$ cat src/rtl/alu_muldiv.sv
// alu_muldiv: iterative MIPS HI/LO multiply/divide unit (shift-add multiply, restoring divide).
// Define ALU_MULDIV_MADD_EN to enable MADD/MADDU (codes 6/7) accumulating into HI/LO.
module alu_muldiv #(
  parameter int NB_REG = 32,
  parameter int NB_OP  = 3,
  parameter int NB_CNT = $clog2(NB_REG) + 1
) (
  input  logic              i_clock,
  input  logic              i_reset_n,
  input  logic              i_start,
  input  logic [NB_OP-1:0]  i_op,
  input  logic [NB_REG-1:0] i_a,
  input  logic [NB_REG-1:0] i_b,
  output logic              o_busy,
  output logic              o_done,
  output logic [NB_REG-1:0] o_hi,
  output logic [NB_REG-1:0] o_lo
);
  localparam logic [NB_OP-1:0] OP_MULT  = NB_OP'(0);
  localparam logic [NB_OP-1:0] OP_MULTU = NB_OP'(1);
  localparam logic [NB_OP-1:0] OP_DIV   = NB_OP'(2);
  localparam logic [NB_OP-1:0] OP_DIVU  = NB_OP'(3);
  localparam logic [NB_OP-1:0] OP_MTHI  = NB_OP'(4);
  localparam logic [NB_OP-1:0] OP_MTLO  = NB_OP'(5);
  localparam logic [NB_OP-1:0] OP_MADD  = NB_OP'(6);
`ifdef ALU_MULDIV_MADD_EN
  localparam logic [NB_OP-1:0] OP_MADDU = NB_OP'(7);
`endif

  typedef enum logic [1:0] {IDLE, CALC, FIN} state_t;

  typedef struct packed {
    logic is_mul;
    logic is_madd;
    logic neg_res;   // product / quotient negated at the end
    logic sign_a;    // dividend sign: remainder sign and div-by-zero HI
    logic div0;
  } ctl_t;

  state_t              state;
  ctl_t                ctl;
  logic [NB_CNT-1:0]   cnt;
  logic [NB_REG-1:0]   mag_a, mag_b;
  logic [2*NB_REG-1:0] work;   // mul: {partial, multiplier}; div: {remainder, dividend/quotient}

  logic              op_mul, op_div, op_sgn, op_madd;
  logic              sa, sb;
  logic [NB_REG-1:0] abs_a, abs_b;

  always_comb begin
    op_madd = 1'b0;
`ifdef ALU_MULDIV_MADD_EN
    op_madd = (i_op == OP_MADD) || (i_op == OP_MADDU);
`endif
    op_mul = (i_op == OP_MULT) || (i_op == OP_MULTU) || op_madd;
    op_div = (i_op == OP_DIV) || (i_op == OP_DIVU);
    op_sgn = (i_op == OP_MULT) || (i_op == OP_DIV) || (i_op == OP_MADD);
    sa     = op_sgn & i_a[NB_REG-1];
    sb     = op_sgn & i_b[NB_REG-1];
    // -(-2^(N-1)) wraps to 2^(N-1), which is the right unsigned magnitude
    abs_a  = sa ? -i_a : i_a;
    abs_b  = sb ? -i_b : i_b;
  end

  logic [NB_REG:0]     add_sum, r_shift, r_diff;
  logic [2*NB_REG-1:0] work_nxt, mul_res, res;
  logic [NB_REG-1:0]   quo, rem, a_orig;

  always_comb begin
    add_sum = {1'b0, work[2*NB_REG-1:NB_REG]} + {1'b0, mag_a & {NB_REG{work[0]}}};
    r_shift = {work[2*NB_REG-1:NB_REG], work[NB_REG-1]};
    r_diff  = r_shift - {1'b0, mag_b};
    if (ctl.is_mul)
      work_nxt = {add_sum, work[NB_REG-1:1]};
    else if (!r_diff[NB_REG])
      work_nxt = {r_diff[NB_REG-1:0], work[NB_REG-2:0], 1'b1};
    else
      work_nxt = {r_shift[NB_REG-1:0], work[NB_REG-2:0], 1'b0};

    mul_res = ctl.neg_res ? -work_nxt : work_nxt;
    quo     = work_nxt[NB_REG-1:0];
    rem     = work_nxt[2*NB_REG-1:NB_REG];
    a_orig  = ctl.sign_a ? -mag_a : mag_a;

    if (ctl.is_mul) begin
`ifdef ALU_MULDIV_MADD_EN
      res = ctl.is_madd ? ({o_hi, o_lo} + mul_res) : mul_res;
`else
      res = mul_res;
`endif
    end else if (ctl.div0) begin
      res = {a_orig, {NB_REG{1'b1}}};
    end else begin
      res = {(ctl.sign_a ? -rem : rem), (ctl.neg_res ? -quo : quo)};
    end
  end

  always_ff @(posedge i_clock or negedge i_reset_n) begin
    if (!i_reset_n) begin
      state  <= IDLE;
      ctl    <= '0;
      cnt    <= '0;
      mag_a  <= '0;
      mag_b  <= '0;
      work   <= '0;
      o_busy <= 1'b0;
      o_done <= 1'b0;
      o_hi   <= '0;
      o_lo   <= '0;
    end else begin
      case (state)
        IDLE: if (i_start) begin
          if (i_op == OP_MTHI) begin
            o_hi <= i_a;
          end else if (i_op == OP_MTLO) begin
            o_lo <= i_a;
          end else if (op_mul || op_div) begin
            ctl.is_mul  <= op_mul;
            ctl.is_madd <= op_madd;
            ctl.neg_res <= sa ^ sb;
            ctl.sign_a  <= sa;
            ctl.div0    <= (i_b == '0);
            mag_a       <= abs_a;
            mag_b       <= abs_b;
            work        <= {{NB_REG{1'b0}}, (op_mul ? abs_b : abs_a)};
            cnt         <= NB_CNT'(NB_REG);
            o_busy      <= 1'b1;
            state       <= CALC;
          end
        end
        CALC: begin
          work <= work_nxt;
          cnt  <= cnt - NB_CNT'(1);
          if (cnt == NB_CNT'(1)) begin
            {o_hi, o_lo} <= res;
            o_busy       <= 1'b0;
            o_done       <= 1'b1;
            state        <= FIN;
          end
        end
        FIN: begin
          o_done <= 1'b0;
          state  <= IDLE;
        end
        default: state <= IDLE;
      endcase
    end
  end

endmodule

$ cat config.mk
export PLATFORM = sky130hd
export DESIGN_NAME = alu_muldiv
export DESIGN_NICKNAME = d
export VERILOG_FILES = /design/src/rtl/alu_muldiv.sv
export SDC_FILE = /design/constraint.sdc
export NUM_CORES = 1
export LEC_CHECK = 0
export ABC_CLOCK_PERIOD_IN_PS = 7900
export CAP_MARGIN = 25
export CORE_ASPECT_RATIO = 1.4
export CORE_UTILIZATION = 50
export CTS_CLUSTER_SIZE = 8
export DETAILED_ROUTE_END_ITERATION = 10
export PLACE_DENSITY = 0.81
export SLEW_MARGIN = 5
export SYNTH_ARGS = -nofsm -noshare
export SYNTH_HDL_FRONTEND = slang
export SYNTH_SLANG_ARGS = --single-unit
$ cat constraint.sdc
create_clock -name i_clock -period 7.9 [get_ports i_clock]
set_input_delay 1.58 -clock i_clock [delete_from_list [all_inputs] [get_ports i_clock]]
set_output_delay 1.58 -clock i_clock [all_outputs]
set_load 0.03 [all_outputs]
# Yosys cells after proc, flatten, opt, wreduce, memory -nomap -nowiden
# Cells that the tools add are included.
# word_totals
ramBits	0
memories	0
regBits	206
in_bits	70
elab_cells	105
output_inout_bits	66
rom_bits	0
latch_bits	0
# op_classes
n_eq_ne	16
multipliers	0
reduce_logical	17
n_addsub	9
bitwise_logic	6
n_div	0
n_mux	44
order_cmp	0
n_shift	0
# ops
operator	n
$mux W64	9
$mux W32	13
$neg A32 Y32	5
$pmux W32 S2	2
$pmux W64 S2	1
$neg A64 Y64	1
$add A32 B32 Y33	1
$sub A33 B32 Y33	1
$and A32 B32 Y32	1
$logic_not A32 Y1	1
$mux W6	4
$reduce_and A5 Y1	4
$ne A2 B2 Y1 const B	7
$pmux W6 S2	1
$mux W2	5
$eq A3 B3 Y1 const B	3
$eq A3 B2 Y1 const B	2
$eq A6 B1 Y1 const B	1
$mux W1	6
$reduce_and A6 Y1	1
$sub A6 B1 Y6 const B	1
$logic_or A1 B1 Y1	5
$pmux W1 S2	2
$pmux W2 S2	1
11 further kinds	14

# Logic depth before layout (Yosys ltp)
# depth
depth_word	11
ltp_mapped	26
mapped_depth_nobuf	23

# Worst setup path after synthesis
# No wires, ideal clock.
# synth_path
path_kind	register to register
from	register work[31]
to	register o_hi[28]
t_arrival_ns	5.496
stages_incl_launch_ff	25
path_slack_ns	2.326
setup_time_ns	0.077
synth_period_minus_slack_ns	5.574
path_buffers	2
required_time_ns	7.823
cell_sequence	dfrtp_1 > inv_1 > ha_1 > inv_1 > fa_1 > a211oi_1 > o211ai_1 > a221oi_2 > nor4_2 > o211ai_1 > buf_2 > buf_2 > mux2_2 > o21ai_0 > ha_1 > nor2b_1 > nor3b_1 > o22ai_1 > mux2_2 > nor2_1 > nand4_1 > o31ai_1 > xnor2_1 > a221o_1 > a21oi_1
# synth_via
elab_chain_len	9
word_cells_on_any_way	11
cone_classes	3 x add/sub; 8 x mux
# synth_lines
item	line	source
from (decl)	44	logic [2*NB_REG-1:0] work;
from (signal assigned)	125	work <= {{NB_REG{1'b0}}, (op_mul ? abs_b : abs_a)};
from (signal assigned)	132	work <= work_nxt;
$sub A33 B32 Y33	72	r_diff = r_shift - {1'b0, mag_b};
$mux W64	75	else if (!r_diff[NB_REG])
$mux W64 *	73	if (ctl.is_mul)
$neg A32 Y32	94	res = {(ctl.sign_a ? -rem : rem), (ctl.neg_res ? -quo : quo)};
$mux W32	94	
$mux W64	91	end else if (ctl.div0) begin
$mux W64 *	85	if (ctl.is_mul) begin
$mux W32 *	134	if (cnt == NB_CNT'(1)) begin
$pmux W32 S2 *	111	case (state)
to (signal assigned)	114	o_hi <= i_a;
to (signal assigned)	135	{o_hi, o_lo} <= res;
to (decl)	16	output logic [NB_REG-1:0] o_hi,
# Mark *: on every way between the ends. The rest lies on a longest branch, timed or not. The select of a mux whose other input is x is not followed.
# A chain may end at the register's enable or synchronous reset.

# Final worst setup path
# layout_path
from	register work[31]
to	register o_hi[30]
# The elaborated chain is that of the path after synthesis.

==> results.py <==
metrics = {
    "grt": {
        "track_usage": 0.3987,
        "antenna_found_initial": 1,
        "grt_pass1_wl_um": 111400,
        "grt_start_max_net_pins": 154,
        "grt_overflow": 0,
        "grt_pass1_vias": 18730,
    },
    "yosys": {
        "syn_avg_cell_area_sq_um": 7.724,
        "syn_nets": 2495,
        "synth_warnings": 0,
        "seq_area_frac_synth": 0.2837,
        "syn_inst": 2352,
        "synth.distinct_cells": 89,
        "syn_area_sq_mm": 0.01817,
        "ys_ff_latch": 206,
        "async_flop_share": 1.000,
        "synthFlopType": "dfrtp_1",
        "synth_edf_count": 0,
    },
    "clock_tree": {
        "cts.path.max_buffers": 3,
        "ctsResizeCount": 0,
        "clockRootBuffer": "clkbuf_16",
        "post-cts-setup-buffers": 0,
        "cts_tree": "yes",
        "ctsHoldBuffers": 0,
        "clk_latency_ns": 0.60,
        "cts_num_sinks": 206,
        "path_clk_slew_ns": 0.06,
        "h-tree-depth": 1,
        "numCtsBuffers": 29,
    },
    "run_status": {
        "status": "finished, final reports clean",
    },
    "die": {
        "dieHeight_um": 227.5,
        "rows": 82,
        "dieArea_sq_mm": 0.03711,
        "io_pins": 136,
        "die_w_um": 163.1,
        "start_util": 0.5074,
        "core_sq_mm": 0.03581,
    },
    "finish": {
        "regArea_sq_mm": 0.005160,
        "nets": 2556,
        "area_growth_pct": 13.48,
        "fill_cells": 3298,
        "drive_gt1_frac": 0.04967,
        "multi_input_area_sq_mm": 0.01221,
    },
    "sta": {
        "fin_crit_ns": 6.593,
        "fin_skew_ns": 0.04113,
        "setup_tns_ns": 0,
        "hold_viol_final": 0,
        "fin_crit_sh": 0.8346,
        "grt_setup_unrepaired": "no",
        "max_slew_margin": 0.1630,
        "timing.fmax_mhz": 151.7,
        "tightest_slew_ns": 1.247,
        "maxSlewViolCount": 0,
        "setup_viol": 0,
    },
    "setup_path": {
        "critPathArrivalTime_ns": 7.07,
        "cp_top_family": "compound AO/OA/AOI/OAI gates",
        "path_class": "flop to flop",
        "rr_startpoint": "work[31]$_DFFE_PN0P_",
        "crit_cells": 21,
        "critPathCapture": "o_hi[30]$_DFFE_PN0P_",
        "crit_buf_inv": 2,
        "slowest_stage": "o41ai_1",
        "cpPeakStageDelay_ns": 0.74,
        "required_ns": 8.38,
        "start_kind": "flop",
        "crit_fanout": 8,
        "reg2reg_depth": 21,
        "endpoint_kind": "flop",
        "worst_r2r_endpoint": "o_hi[30]$_DFFE_PN0P_",
        "crit_start": "work[31]$_DFFE_PN0P_",
        "path_cells": "inv_1 > ha_1 > inv_1 > fa_1 > a211oi_1 > o211ai_1 > a221oi_2 > nor4_2 > o211ai_1 > nor2_1 > a21oi_1 > ha_1 > nand2_1 > or2_2 > or3_1 > or2_0 > or2_1 > o41ai_1 > xor2_1 > o22ai_1 > o21bai_1",
        "rrSetupSlack_ns": 1.31,
    },
    "detailed_routing": {
        "dr.pass1.iters": 6,
        "drtIter0Drc": 1908,
        "met1_length_um": 26660,
        "via_per_inst": 6.679,
        "drc_errors": 0,
        "drt_wl_total_um": 73230,
        "wl_met3_um": 6109,
        "drtAntennaViolNets": 0,
        "top_layer_used": "met4",
        "wl_met2_um": 32900,
        "vias": 19230,
        "post_drt_wl_per_cell_um": 25.44,
    },
    "placed_design": {
        "hpwl_um": 54910,
        "io_buffers": 135,
        "globalplace.congestion": 1.007,
    },
    "hold_path": {
        "hp-class": "flop to flop",
    },
    "run": {
        "maxCapViolations": 0,
    },
}
## placed cells by master (no fill, tap or decap), types with 7 or more instances in the layout
cell / count
a211oi_1: 23
a21o_1: 22
a21oi_1: 149
a221oi_1: 11
a22o_1: 23
a22oi_1: 7
a31oi_1: 19
and2_1: 48
and3_1: 12
buf_4: 28
clkbuf_16: 29
clkdlybuf4s50_1: 134
dfrtp_1: 204
ha_1: 71
inv_1: 77
mux2_2: 12
mux2i_1: 52
nand2_1: 348
nand2b_1: 11
nand3_1: 43
nand4_1: 27
nor2_1: 170
nor2b_1: 13
nor3_1: 55
nor4_1: 17
o211ai_1: 18
o21a_1: 10
o21ai_0: 233
o21ai_1: 11
o21bai_1: 8
o221ai_1: 38
o22ai_1: 45
o31ai_1: 32
o41ai_1: 16
or2_2: 12
or3_1: 32
or4_1: 16
xnor2_1: 121
xor2_1: 100
## sequential cells by signal, summed over array words and instances (netlist names)
register / count
mag_a: 32
mag_b: 32
o_lo: 32
work: 64
state: 2
o_busy: 1
cnt: 6
o_hi: 32
o_done: 1
ctl: 4
## how the worst min path moves through the flow
stage                           from                    end  slack, ns  depth (start not counted)
2_1_floorplan  mag_b[16]$_DFFE_PN0P_  mag_b[16]$_DFFE_PN0P_       0.45                          2
3_3_place_gp   mag_b[24]$_DFFE_PN0P_  mag_b[24]$_DFFE_PN0P_       0.46                          2
3_5_place_dp    o_lo[29]$_DFFE_PN0P_   o_lo[29]$_DFFE_PN0P_       0.47                          2
4_1_cts          o_lo[2]$_DFFE_PN0P_    o_lo[2]$_DFFE_PN0P_       0.48                          2
5_1_grt        mag_b[26]$_DFFE_PN0P_  mag_b[26]$_DFFE_PN0P_       0.50                          2
6_report         o_lo[0]$_DFFE_PN0P_    o_lo[0]$_DFFE_PN0P_       0.48                          2
## tightest hold or removal path: cells and delay by family, from the launching register on
family,cells,cell delay (ns)
AO/OA/AOI/OAI,1,0.06
flip-flops,1,0.34
AND/OR/NAND/NOR,1,0.04
## metal layers
metal,vias to the layer above,GRT usage
li1,8629,-
met1,9198,0.4684
met2,1104,0.6299
met3,297,0.06030
met4,0,0.3585
met5,-,0
## Yosys cell counts (6+ instances only)
cell	instances	area share
nand3_1	43	0.012
nor3_1	56	0.015
nor2b_1	13	0.0045
inv_1	77	0.016
o22ai_1	45	0.015
dfrtp_1	206	0.28
o21bai_1	8	0.0033
or4_1	16	0.0066
a21o_1	23	0.0095
a211oi_1	23	0.0095
buf_1	11	0.0023
ha_1	71	0.049
a221oi_1	11	0.0053
buf_2	10	0.0028
or3_1	32	0.011
nor3b_1	6	0.0025
a31oi_1	19	0.0065
o31ai_1	32	0.013
a21oi_1	150	0.041
nand4_1	27	0.0093
xnor2_1	121	0.058
and3_1	12	0.0041
nand2_1	349	0.072
mux2_2	12	0.0074
and2_1	48	0.017
o221ai_1	38	0.018
a22oi_1	7	0.0029
clkbuf_1	113	0.023
o21ai_1	11	0.0030
or2_2	12	0.0041
nor4_1	17	0.0059
a311oi_1	6	0.0029
nand2b_1	12	0.0041
a22o_1	23	0.011
o211ai_1	18	0.0074
xor2_1	100	0.048
mux2i_1	52	0.029
o21ai_0	233	0.064
o41ai_1	16	0.0077
nor2_1	172	0.036
o21a_1	10	0.0041
## cells by family after synthesis
| logic type | Yosys count | share of synthesized area |
|---|---|---|
| mux | 67 | 0.03870 |
| compound gates | 731 | 0.2583 |
| simple gates | 840 | 0.2158 |
| xor+xnor | 221 | 0.1065 |
| fa+ha+maj | 73 | 0.05110 |
| flops | 206 | 0.2837 |
| buf+inv | 214 | 0.04573 |
## final cells by class
| cell class | count | area share |
|---|---|---|
| Antenna cell | 1 | 0.0001214 |
| Clock buffer | 33 | 0.03593 |
| Clock inverter | 1 | 0.0009710 |
| Inverter | 78 | 0.01420 |
| Multi-Input combinational cell | 1932 | 0.5923 |
| Sequential cell | 206 | 0.2503 |
| Tap cell | 462 | 0.02804 |
| Timing Repair Buffer | 166 | 0.07816 |
## stage by stage
step                      setup WS [ns]  std cells  instance area, sq um  utilization  hold WS [ns]
after floorplan                   2.326       2352                 18170            -        0.4498
after global placement            1.667       2841                 19820       0.5535        0.4649
after detailed placement          1.534       2842                 19840       0.5540        0.4716
after CTS                         1.514       2876                 20600       0.5752        0.4815
after global routing              1.012       2878                 20610       0.5757        0.5047
final                             1.307       2879                 20620       0.5758        0.4789
Power is not shown: default switching activity piles up to over one toggle a cycle in this logic, so the estimate is an artifact.
